==> src/rtl/pps_mem_access_pkg.sv <==
// rtl/pps_mem_access_pkg.sv - shared type codes, FSM states and defaults for the MEM-stage load/store unit
package pps_mem_access_pkg;

  // Access-type codes carried on MEM_memop_type_in
  localparam int tMEM_OP_NULL   = 0;
  localparam int tMEM_OP_BYTE   = 1;
  localparam int tMEM_OP_BYTEU  = 2;
  localparam int tMEM_OP_HWORD  = 3;
  localparam int tMEM_OP_HWORDU = 4;
  localparam int tMEM_OP_WORD   = 5;
  localparam int tMEM_OP_DWORD  = 6;

  // Default number of ACCESS cycles without ack before the access is abandoned
  localparam int TIMEOUT_DEF = 255;

  typedef enum logic {
    ST_IDLE   = 1'b0,
    ST_ACCESS = 1'b1
  } state_t;

endpackage

==> src/rtl/pps_mem_align.sv <==
// rtl/pps_mem_align.sv - combinational misalignment check, byte enables, store lane shift, load extract/extend
module pps_mem_align
  import pps_mem_access_pkg::*;
#(
  parameter int DATA_W           = 32,
  parameter int MEM_OP_TYPE_SIZE = 7,
  localparam int BE_W            = DATA_W / 8,
  localparam int OFF_W           = $clog2(BE_W)
) (
  input  logic [MEM_OP_TYPE_SIZE-1:0] memop_type,
  input  logic [OFF_W-1:0]            off,
  input  logic                        memwr,
  input  logic [DATA_W-1:0]           st_data,
  input  logic [DATA_W-1:0]           ld_data,
  output logic                        misaligned,
  output logic [BE_W-1:0]             bwe,
  output logic [DATA_W-1:0]           st_lane,
  output logic [DATA_W-1:0]           ld_ext
);

  logic [3:0]        size_bytes;
  logic              sext;
  logic [6:0]        bit_sh;
  logic [DATA_W-1:0] lane;
  logic [DATA_W-1:0] keep;
  logic              sign_bit;

  // Decode the type code into an access size in bytes and a sign-extension flag
  always_comb begin
    size_bytes = 4'd0;
    sext       = 1'b0;
    case (int'(memop_type))
      tMEM_OP_BYTE:   begin size_bytes = 4'd1; sext = 1'b1; end
      tMEM_OP_BYTEU:  begin size_bytes = 4'd1; sext = 1'b0; end
      tMEM_OP_HWORD:  begin size_bytes = 4'd2; sext = 1'b1; end
      tMEM_OP_HWORDU: begin size_bytes = 4'd2; sext = 1'b0; end
      tMEM_OP_WORD:   begin size_bytes = 4'd4; sext = 1'b1; end
      tMEM_OP_DWORD:  begin size_bytes = 4'd8; sext = 1'b1; end
      default:        ;
    endcase
  end

  // Unknown codes and accesses wider than the bus count as misaligned, else require natural alignment
  always_comb begin
    if (size_bytes == 4'd0 || int'(size_bytes) > BE_W)
      misaligned = 1'b1;
    else
      misaligned = (32'(off) & (32'(size_bytes) - 32'd1)) != 32'd0;
  end

  assign bwe     = memwr ? (BE_W'((32'd1 << size_bytes) - 32'd1) << off) : '0;
  assign st_lane = st_data << {off, 3'b000};

  // Load path: move the addressed lane to bit 0, keep its bytes, and fill above with sign or zero
  assign bit_sh   = {size_bytes, 3'b000};
  assign lane     = ld_data >> {off, 3'b000};
  assign keep     = (int'(size_bytes) >= BE_W) ? '1 : ~({DATA_W{1'b1}} << bit_sh);
  assign sign_bit = |(lane & (keep ^ (keep >> 1)));
  assign ld_ext   = (lane & keep) | ((sext && sign_bit) ? ~keep : '0);

endmodule

==> src/rtl/pps_mem_access.sv <==
// rtl/pps_mem_access.sv - MEM-stage load/store unit with SRAM req/ack handshake, stall, exceptions and timeout
module pps_mem_access
  import pps_mem_access_pkg::*;
#(
  parameter int DATA_W           = 32,
  parameter int ADDR_W           = 32,
  parameter int MEM_OP_TYPE_SIZE = 7,
  parameter int TIMEOUT          = TIMEOUT_DEF,
  localparam int BE_W            = DATA_W / 8
) (
  input  logic                        clk,
  input  logic                        rst,
  input  logic                        MEM_valid_in,
  input  logic                        MEM_memop_in,
  input  logic                        MEM_memwr_in,
  input  logic [MEM_OP_TYPE_SIZE-1:0] MEM_memop_type_in,
  input  logic [ADDR_W-1:0]           MEM_Addr_in,
  input  logic [DATA_W-1:0]           MEM_STData_in,
  input  logic [DATA_W-1:0]           MEM_ALUOut_in,
  input  logic [4:0]                  MEM_inst_rd_in,
  input  logic                        MEM_RegWrite_in,
  input  logic                        MEM_ack_in,
  input  logic [DATA_W-1:0]           MEM_LDData_in,
  output logic                        MEM_req_out,
  output logic                        MEM_wr_out,
  output logic [ADDR_W-1:0]           MEM_Addr_out,
  output logic [BE_W-1:0]             MEM_bwe_out,
  output logic [DATA_W-1:0]           MEM_STData_out,
  output logic                        MEM_stall_out,
  output logic                        MEM_valid_out,
  output logic [DATA_W-1:0]           MEM_MUXOut_out,
  output logic [4:0]                  MEM_inst_rd_out,
  output logic                        MEM_RegWrite_out,
  output logic                        MEM_adel_out,
  output logic                        MEM_ades_out,
  output logic                        MEM_timeout_out
);

  localparam int OFF_W = $clog2(BE_W);
  localparam int CNT_W = $clog2(TIMEOUT + 1);

  state_t                      state;
  logic [CNT_W-1:0]            wait_cnt;
  logic [MEM_OP_TYPE_SIZE-1:0] acc_type;
  logic [OFF_W-1:0]            acc_off;
  logic [4:0]                  acc_rd;
  logic                        acc_regwrite;

  logic [MEM_OP_TYPE_SIZE-1:0] align_type;
  logic [OFF_W-1:0]            align_off;
  logic                        misaligned;
  logic [BE_W-1:0]             bwe_c;
  logic [DATA_W-1:0]           st_lane;
  logic [DATA_W-1:0]           ld_ext;

  // In IDLE the aligner looks at the incoming instruction; in ACCESS at the latched one for load extraction
  assign align_type    = (state == ST_ACCESS) ? acc_type : MEM_memop_type_in;
  assign align_off     = (state == ST_ACCESS) ? acc_off  : MEM_Addr_in[OFF_W-1:0];
  assign MEM_stall_out = (state == ST_ACCESS);

  pps_mem_align #(
    .DATA_W           (DATA_W),
    .MEM_OP_TYPE_SIZE (MEM_OP_TYPE_SIZE)
  ) u_align (
    .memop_type (align_type),
    .off        (align_off),
    .memwr      (MEM_memwr_in),
    .st_data    (MEM_STData_in),
    .ld_data    (MEM_LDData_in),
    .misaligned (misaligned),
    .bwe        (bwe_c),
    .st_lane    (st_lane),
    .ld_ext     (ld_ext)
  );

  // Request/acknowledge FSM with registered SRAM outputs and writeback results
  always_ff @(posedge clk or posedge rst) begin
    if (rst) begin
      state            <= ST_IDLE;
      wait_cnt         <= '0;
      acc_type         <= '0;
      acc_off          <= '0;
      acc_rd           <= '0;
      acc_regwrite     <= 1'b0;
      MEM_req_out      <= 1'b0;
      MEM_wr_out       <= 1'b0;
      MEM_Addr_out     <= '0;
      MEM_bwe_out      <= '0;
      MEM_STData_out   <= '0;
      MEM_valid_out    <= 1'b0;
      MEM_MUXOut_out   <= '0;
      MEM_inst_rd_out  <= '0;
      MEM_RegWrite_out <= 1'b0;
      MEM_adel_out     <= 1'b0;
      MEM_ades_out     <= 1'b0;
      MEM_timeout_out  <= 1'b0;
    end else begin
      MEM_valid_out   <= 1'b0;
      MEM_adel_out    <= 1'b0;
      MEM_ades_out    <= 1'b0;
      MEM_timeout_out <= 1'b0;
      case (state)
        ST_IDLE: begin
          if (MEM_valid_in) begin
            if (!MEM_memop_in) begin
              MEM_valid_out    <= 1'b1;
              MEM_MUXOut_out   <= MEM_ALUOut_in;
              MEM_inst_rd_out  <= MEM_inst_rd_in;
              MEM_RegWrite_out <= MEM_RegWrite_in;
            end else if (misaligned) begin
              MEM_valid_out    <= 1'b1;
              MEM_adel_out     <= !MEM_memwr_in;
              MEM_ades_out     <= MEM_memwr_in;
              MEM_MUXOut_out   <= '0;
              MEM_inst_rd_out  <= MEM_inst_rd_in;
              MEM_RegWrite_out <= 1'b0;
            end else begin
              state          <= ST_ACCESS;
              wait_cnt       <= '0;
              MEM_req_out    <= 1'b1;
              MEM_wr_out     <= MEM_memwr_in;
              MEM_Addr_out   <= {MEM_Addr_in[ADDR_W-1:OFF_W], {OFF_W{1'b0}}};
              MEM_bwe_out    <= bwe_c;
              MEM_STData_out <= st_lane;
              acc_type       <= MEM_memop_type_in;
              acc_off        <= MEM_Addr_in[OFF_W-1:0];
              acc_rd         <= MEM_inst_rd_in;
              acc_regwrite   <= MEM_RegWrite_in;
            end
          end
        end
        ST_ACCESS: begin
          if (MEM_ack_in) begin
            state            <= ST_IDLE;
            wait_cnt         <= '0;
            MEM_req_out      <= 1'b0;
            MEM_wr_out       <= 1'b0;
            MEM_bwe_out      <= '0;
            MEM_valid_out    <= 1'b1;
            MEM_inst_rd_out  <= acc_rd;
            MEM_MUXOut_out   <= MEM_wr_out ? '0 : ld_ext;
            MEM_RegWrite_out <= MEM_wr_out ? 1'b0 : acc_regwrite;
          end else if (wait_cnt == CNT_W'(TIMEOUT - 1)) begin
            state            <= ST_IDLE;
            wait_cnt         <= '0;
            MEM_req_out      <= 1'b0;
            MEM_wr_out       <= 1'b0;
            MEM_bwe_out      <= '0;
            MEM_valid_out    <= 1'b1;
            MEM_timeout_out  <= 1'b1;
            MEM_inst_rd_out  <= acc_rd;
            MEM_RegWrite_out <= 1'b0;
          end else begin
            wait_cnt <= wait_cnt + 1'b1;
          end
        end
        default: state <= ST_IDLE;
      endcase
    end
  end

endmodule

==> config.mk <==
export PLATFORM = sky130hd
export DESIGN_NAME = pps_mem_access
export DESIGN_NICKNAME = d
export VERILOG_FILES = /design/src/rtl/pps_mem_access_pkg.sv /design/src/rtl/pps_mem_align.sv /design/src/rtl/pps_mem_access.sv
export SDC_FILE = /design/constraint.sdc
export NUM_CORES = 1
export LEC_CHECK = 0
export BUFFER_PORTS_ARGS = -buffer_cell sky130_fd_sc_hd__buf_2
export CORE_UTILIZATION = 30
export CTS_BUF_LIST = sky130_fd_sc_hd__clkbuf_4 sky130_fd_sc_hd__clkbuf_8 sky130_fd_sc_hd__clkbuf_16
export DETAILED_ROUTE_END_ITERATION = 16
export PLACE_DENSITY = 0.59
export SYNTH_ARGS = -nofsm -noshare
export SYNTH_HDL_FRONTEND = slang
export SYNTH_SLANG_ARGS = --single-unit
==> constraint.sdc <==
create_clock -name clk -period 7.5 [get_ports clk]
set_clock_uncertainty 0.15 [all_clocks]
set_input_delay 0.375 -clock clk [delete_from_list [all_inputs] [get_ports clk]]
set_output_delay 0.375 -clock clk [all_outputs]
set_load 0.02 [all_outputs]
* Yosys cells after proc, flatten, opt, wreduce, memory -nomap -nowiden
Index checks and enable logic that the tools add are counted.
** Storage, ports and cells
- Register bits after elaboration :: 134
- Latch bits :: 0
- Memory bits (writable) :: 0
- Memory bits (read-only) :: 0
- Output and inout bits :: 113
- Word-level logic and storage cells :: 134
- Memories kept :: 0
** Operators by class
- Add/subtract/negate cells :: 3
- Multipliers :: 0
- Divide/modulo/power cells :: 0
- Order comparisons :: 2
- Equality and inequality tests :: 13
- Shift-type cells :: 5
- Muxes and demuxes :: 70
- Bitwise logic cells :: 9
- Reductions and logical operators :: 14
** Operator list (count)
- $mux W32 :: 7
- $and A32 B32 Y32 :: 2
- $not A32 Y32 :: 2
- $pmux W32 S2 :: 1
- $mux W8 :: 5
- $mux W1 :: 35
- $and A2 B32 Y32 :: 1
- $or A32 B32 Y32 :: 1
- $reduce_bool A32 Y1 :: 1
- $reduce_or A32 Y1 :: 1
- $shl A32 B5 Y32 :: 1
- $shl A32 B7 Y32 const A :: 1
- $shr A32 B5 Y32 :: 1
- $xor A32 B31 Y32 :: 1
- $mux W5 :: 5
- $mux W4 :: 6
- $eq A7 B3 Y1 const B :: 3
- $pmux W4 S4 :: 1
- $pmux W8 S2 :: 1
- $eq A7 B2 Y1 const B :: 2
- $pmux W1 S2 :: 5
- $pmux W5 S2 :: 1
- $reduce_and A3 Y1 :: 3
- $add A8 B1 Y8 const B :: 1
- other kinds (22) :: 28

* Logic depth before layout (Yosys ltp)
- Depth after elaboration :: 16
- Gate-level depth with buffers :: 14
- Gate-level depth less buffers :: 10

* Cells and area by module
Synthesis repeated with hierarchy kept, for this count alone.
** Second synthesis, totals
- Cells, all modules :: 686
- Area, all modules :: 7327.0 um^2
** By module, submodules not included
- pps_mem_access :: times used 1, cells each 429, area each 5657.9 um^2, seq. area each 3353.2 um^2
- pps_mem_align :: times used 1, cells each 257, area each 1669.1 um^2, seq. area each 0.0 um^2

* Least setup slack after synthesis
No wires, ideal clock.
- Kind :: register -> register
- Start point :: register state (netlist: MEM_stall_out)
- End point :: register MEM_MUXOut_out[0]
- Setup time :: 125 ps
- Data arrival time :: 2851 ps
- Required time :: 7225 ps
- Slack :: 4374 ps
- Stages on the path, launching flop included :: 14
- Path buffers :: 3
- Period minus slack after synthesis :: 3126 ps
- Cell sequence :: dfrtp_1 buf_4 nor3b_1 o211ai_1 a21oi_1 inv_2 ha_1 nand3_1 mux2i_2 o211a_1 buf_6 o21ai_4 buf_6 mux2_4
** Between the ends
- Word-level cells in the longest chain between the ends :: 16
- Elaborated cells between the ends (all ways) :: 41
- Classes of those cells :: add/sub (1); order compare (2); eq/ne (9); shift (2); mux (10); bitwise (8); reduce/logical (9)
** Ends and longest elaborated chain
- start, declared :: line pps_mem_access.sv:42 : state_t state;
- start signal, assigned :: line pps_mem_access.sv:79 : state <= ST_IDLE;
- start signal, assigned :: line pps_mem_access.sv:118 : state <= ST_ACCESS;
- start signal, assigned :: line pps_mem_access.sv:134 : state <= ST_IDLE;
- $mux W7 :: line pps_mem_access.sv:57 : assign align_type = (state == ST_ACCESS) ? acc_type : MEM_memop_type_in;
- $eq A7 B3 Y1, or another cell as far along :: line pps_mem_align.sv:32 : case (int'(memop_type))
- $reduce_or A2 Y1 (no line)
- $pmux W4 S4 :: line pps_mem_align.sv:32
- $shl A32 B7 Y32 :: line pps_mem_align.sv:57 : assign keep = (int'(size_bytes) >= BE_W) ? '1 : ~({DATA_W{1'b1}} << bit_sh);
- $not A32 Y32 :: line pps_mem_align.sv:57
- $mux W32 :: line pps_mem_align.sv:57
- $xor A32 B31 Y32 :: line pps_mem_align.sv:58 : assign sign_bit = |(lane & (keep ^ (keep >> 1)));
- $and A32 B32 Y32 :: line pps_mem_align.sv:58
- $reduce_or A32 Y1 :: line pps_mem_align.sv:58
- $logic_and A1 B1 Y1 :: line pps_mem_align.sv:59 : assign ld_ext = (lane & keep) | ((sext && sign_bit) ? ~keep : '0);
- $mux W32 :: line pps_mem_align.sv:59
- $or A32 B32 Y32 :: line pps_mem_align.sv:59
- $mux W32 :: line pps_mem_access.sv:141 : MEM_MUXOut_out <= MEM_wr_out ? '0 : ld_ext;
- $mux W32 :: line pps_mem_access.sv:133 : if (MEM_ack_in) begin
- $pmux W32 S2 :: line pps_mem_access.sv:102 : case (state)
- end signal, assigned :: line pps_mem_access.sv:107 : MEM_MUXOut_out <= MEM_ALUOut_in;
- end signal, assigned :: line pps_mem_access.sv:141
- end, declared :: line pps_mem_access.sv:31 : output logic [DATA_W-1:0] MEM_MUXOut_out,
Parallel ways exist; a longest one is shown, timed or not. The select of a mux whose other input is x is not followed.
A chain may end at the register's enable or synchronous reset.

* Worst setup path after layout
- Start point :: register state (netlist: MEM_stall_out)
- End point :: register acc_type[5]
** Between the ends
- Word-level cells in the longest chain between the ends :: 10
- Elaborated cells between the ends (all ways) :: 21
- Classes of those cells :: add/sub (1); order compare (1); eq/ne (6); mux (4); bitwise (3); reduce/logical (6)
** Ends and longest elaborated chain
- $mux W7 :: line pps_mem_access.sv:57
- $eq A7 B3 Y1, or another cell as far along :: line pps_mem_align.sv:32
- $reduce_or A2 Y1 (no line)
- $pmux W4 S4 :: line pps_mem_align.sv:32
- $sub A4 B1 Y5 :: line pps_mem_align.sv:48 : misaligned = (32'(off) & (32'(size_bytes) - 32'd1)) != 32'd0;
- $and A2 B32 Y32 :: line pps_mem_align.sv:48
- $reduce_bool A32 Y1 :: line pps_mem_align.sv:48
- $mux W1 :: line pps_mem_align.sv:45 : if (size_bytes == 4'd0 || int'(size_bytes) > BE_W)
- $not A1 Y1 (no line)
- $reduce_and A4 Y1 (no line) (*)
- end signal, assigned :: line pps_mem_access.sv:125 : acc_type <= MEM_memop_type_in;
- end, declared :: line pps_mem_access.sv:44 : logic [MEM_OP_TYPE_SIZE-1:0] acc_type;
Mark *: on every way between the ends. The rest lies on a longest branch, timed or not.

==> summary.md <==
| Metric | Value |
|---|---|
| CP Max Fanout | `50` |
| Pins Over Slew Limit | `0` |
| Final setup viols | `0` |
| WS Path Type | `flop to flop` |
| R2R cell count | `10` |
| Total power | `2.110 mW` |
| Final period utilization | `0.5808` |
| # nets final | `roughly 1100` |
| Reg clk slew, reported paths | `about 60 ps` |
| Mux contribution to synthesized area | `0.1840` |
| Root Driver | `clkbuf_16` |
| RR Startpoint | `MEM_stall_out` |
| Pre-antenna DRT Iters | `5` |
| Die width | `157.2 um` |
| Synth Area in Compound Gates | `0.1742` |
| Period minus WS final | `4356 ps` |
| Hold Path Depth | `2` |
| Largest family of logic cells by synthesized area | `multiplexers` |
| Result of the run | `complete, no violations` |
| Max VDD drop | `roughly 130 uV` |
| IO Port Bufs | `roughly 260` |
| Post-Synth XOR/XNOR Area | `0.007271` |
| Pleak | `4.755 nW` |
| Top FF cell, synth | `dfrtp_1` |
| Number of antenna violations at the first check in global routing | `1` |
| Die Span Y | `157.2 um` |
| First-pass GRT wire length | `between 30000 and 40000 um` |
| P&R area growth vs syn | `30.66%` |
| ANT nets after route | `0` |
| Top Ports | `260` |
| RSZ-0062 raised after global routing | `false` |
| Worst Tran Pin Value | `989.6 ps` |
| Min-delay worst type | `input pin to flop` |
| Num CTS Buffers | `17` |
| CTS tree | `built` |
| Vias in the first global route | `between 6000 and 7000` |
| DRC viols | `0` |
| Htree depth | `4` |
| Endpoints failing hold | `0` |
| Crit. End Element | `flop` |
| Worst Hold Launch | `MEM_Addr_in[11]` |
| Total gr overflow | `0` |
| Commonest non-fill, non-tap cell in the layout | `buf_2` |
| GRT Total Usage | `0.1917` |
| Synth Warn # | `0` |
| Post-synth ARST share | `1.000` |
| Syn avg cell area | `roughly 11 um2` |
| Multi-input logic area | `~3600 um2` |
| Setup TNS | `0 ps` |
| Vias | `6344` |
| Most frequent cells in the layout | `257 x buf_2, 134 x dfrtp_1, 92 x nand2_1, 66 x mux2_1, 29 x mux2i_1` |
| CTS Sinks | `about 130` |
| Utilization after layout | `0.4011` |
| First DRT Iteration DRCs | `424` |
| CTS Buffer Depth | `2` |
| Crit path arrival time | `roughly 4500 ps` |
| Vias per cell | `5.091` |
| Largest net degree at the start of global routing | `slightly above 70` |
| Starting density of the core | `0.3070` |
| Post-Route WL | `about 23000 um` |
| Startpoint Class | `flop` |
| Post-Syn Area | `approximately 7200 um2` |
| CORE AREA | `between 20000 and 25000 um2` |
| Cell Rows | `56` |
| DIE AREA | `around 25000 um2` |
| Seq/Total Area, Yosys | `0.4640` |
| Mapped Cells | `668` |
| Layout cell share with drive strength beyond 1 | `0.3683` |
| Clk_lat worst skew | `approximately 410 ps` |
| GPL Wtd Cong | `roughly 0.83` |
| Adder-Cell Fraction of Synth Area | `0.006925` |
| Power Density | `around 220 nW/um2` |
| MaxCap Viol Count | `0` |
| Cell Count, Final, Fillers Out | `roughly 1200` |
| Dpl cells | `approximately 1200` |
| #FFs+latches synth | `between 100 and 150` |
| Synth unique cells | `69` |
| Critical Path RT | `roughly 7600 ps` |
| Wire length per cell | `~19 um` |
| Post-synth EDFFs | `0` |
| Max_slew headroom | `0.3396` |
| Number of post-CTS setup repair buffers | `0` |
| Fmax | `roughly 230 MHz` |
| Post-DP HPWL | `~17000 um` |
| Filler cells | `2387` |
| Setup crit start | `MEM_stall_out` |
| Synth Area in Simple Gates | `0.1214` |
| Sequential Area | `3353 um2` |
==> logic make-up after synthesis <==
family | after synthesis
XOR/XNOR | 6
multiplexers | 119
adder cells (fa/ha/maj) | 4
AO/OA/AOI/OAI | 172
flip-flops | 134
AND/OR/NAND/NOR | 179
buffers and inverters | 53
other | 1
==> routing by layer <==
layer | track usage | wire (um) | up-vias
met1 | 0.2455 | 10220 | 3154
li1 | - | - | 2982
met2 | 0.3205 | 11600 | 197
met5 | 0 | 0 | -
met4 | 0.04993 | 206 | 0
met3 | 0.04818 | 1470 | 11
==> state kept, by name, summed over array words and instances (netlist names), 2 cells and up <==
name and count:
MEM_Addr_out 30, MEM_MUXOut_out 32, MEM_STData_out 32, MEM_bwe_out 4, MEM_inst_rd_out 5, acc_off 2, acc_rd 5, acc_type 7
wait_cnt 8
==> cell type report <==
class	instances	area share
diodes	1	0.0002650
clock buffers	18	0.04651
clock inverters	14	0.02094
inverters	4	0.002120
multi-input cells	482	0.3812
flip-flops and latches	134	0.3551
well taps	319	0.04227
repair buffers	274	0.1516
==> Yosys cell counts (all sizes together), types with 3 or more instances <==
library cell,n,area (um2)
nand4,14,102.6
a21oi,23,115.1
a22o,5,43.79
a211oi,18,140.1
a2bb2oi,9,78.83
o21ai,28,155.2
a32o,10,100.1
nor3b,3,27.52
nor3,3,15.01
o31ai,8,60.06
buf,27,204.0
o221ai,8,70.07
mux2i,32,327.8
nand3,19,95.09
xnor2,6,52.55
o22ai,3,25.02
nand2,92,345.3
ha,4,50.05
nand2b,6,37.54
o21a,6,45.04
nor2,19,90.09
mux2,86,979.7
a31oi,20,125.1
and2,3,18.77
dfrtp,134,3353
inv,4,15.01
clkbuf,22,82.58
o32a,4,40.04
o211ai,9,81.33
a22oi,10,75.07
and3,9,56.30
==> per-stage QoR <==
stage               area (um2)  hold WS [ps]  setup slack [ps]
finish                    9443         20.14              3144
global route              9443         4.991              2683
CTS                       9440        0.7185              3102
detailed placement        8733         310.2              3134
global placement          8733         304.9              3239
floorplan                 7231         295.1              3392
==> what timing repair did <==
item	4_1_cts	5_1_grt
hold buffers	7	0
gates resized for setup	0	0
endpoints found under the setup margin	0	0
endpoints found under the hold margin	69	0
==> critical path, cell delays in order (launching register included) <==
cell and delay (ps):
dfrtp_1 660, nor4b_1 540, nor2_1 140, a21oi_1 300, inv_2 150, ha_1 250
a21oi_1 340, o211ai_4 150, nor2_8 690, buf_4 460, mux2_1 370
==> worst paths after layout <==
check                                      to  slack (ps)
max in group asynchronous  MEM_STData_out[15]        5330
setup / recovery                  acc_type[5]        3140
min in group asynchronous    MEM_Addr_out[15]         440
hold reg to reg                   MEM_req_out         320
setup reg to reg                  acc_type[5]        3140
hold / removal               MEM_Addr_out[11]          20
==> power by group <==
part	total (mW)	internal [mW]	switching (mW)	leakage [nW]
clock network	0.913	0.569	0.344	0.307
logic	0.369	0.145	0.224	2.67
registers	0.828	0.788	0.0394	1.78
total	2.11	1.50	0.607	4.76
Note: power is estimated with default switching activity, not from simulation.
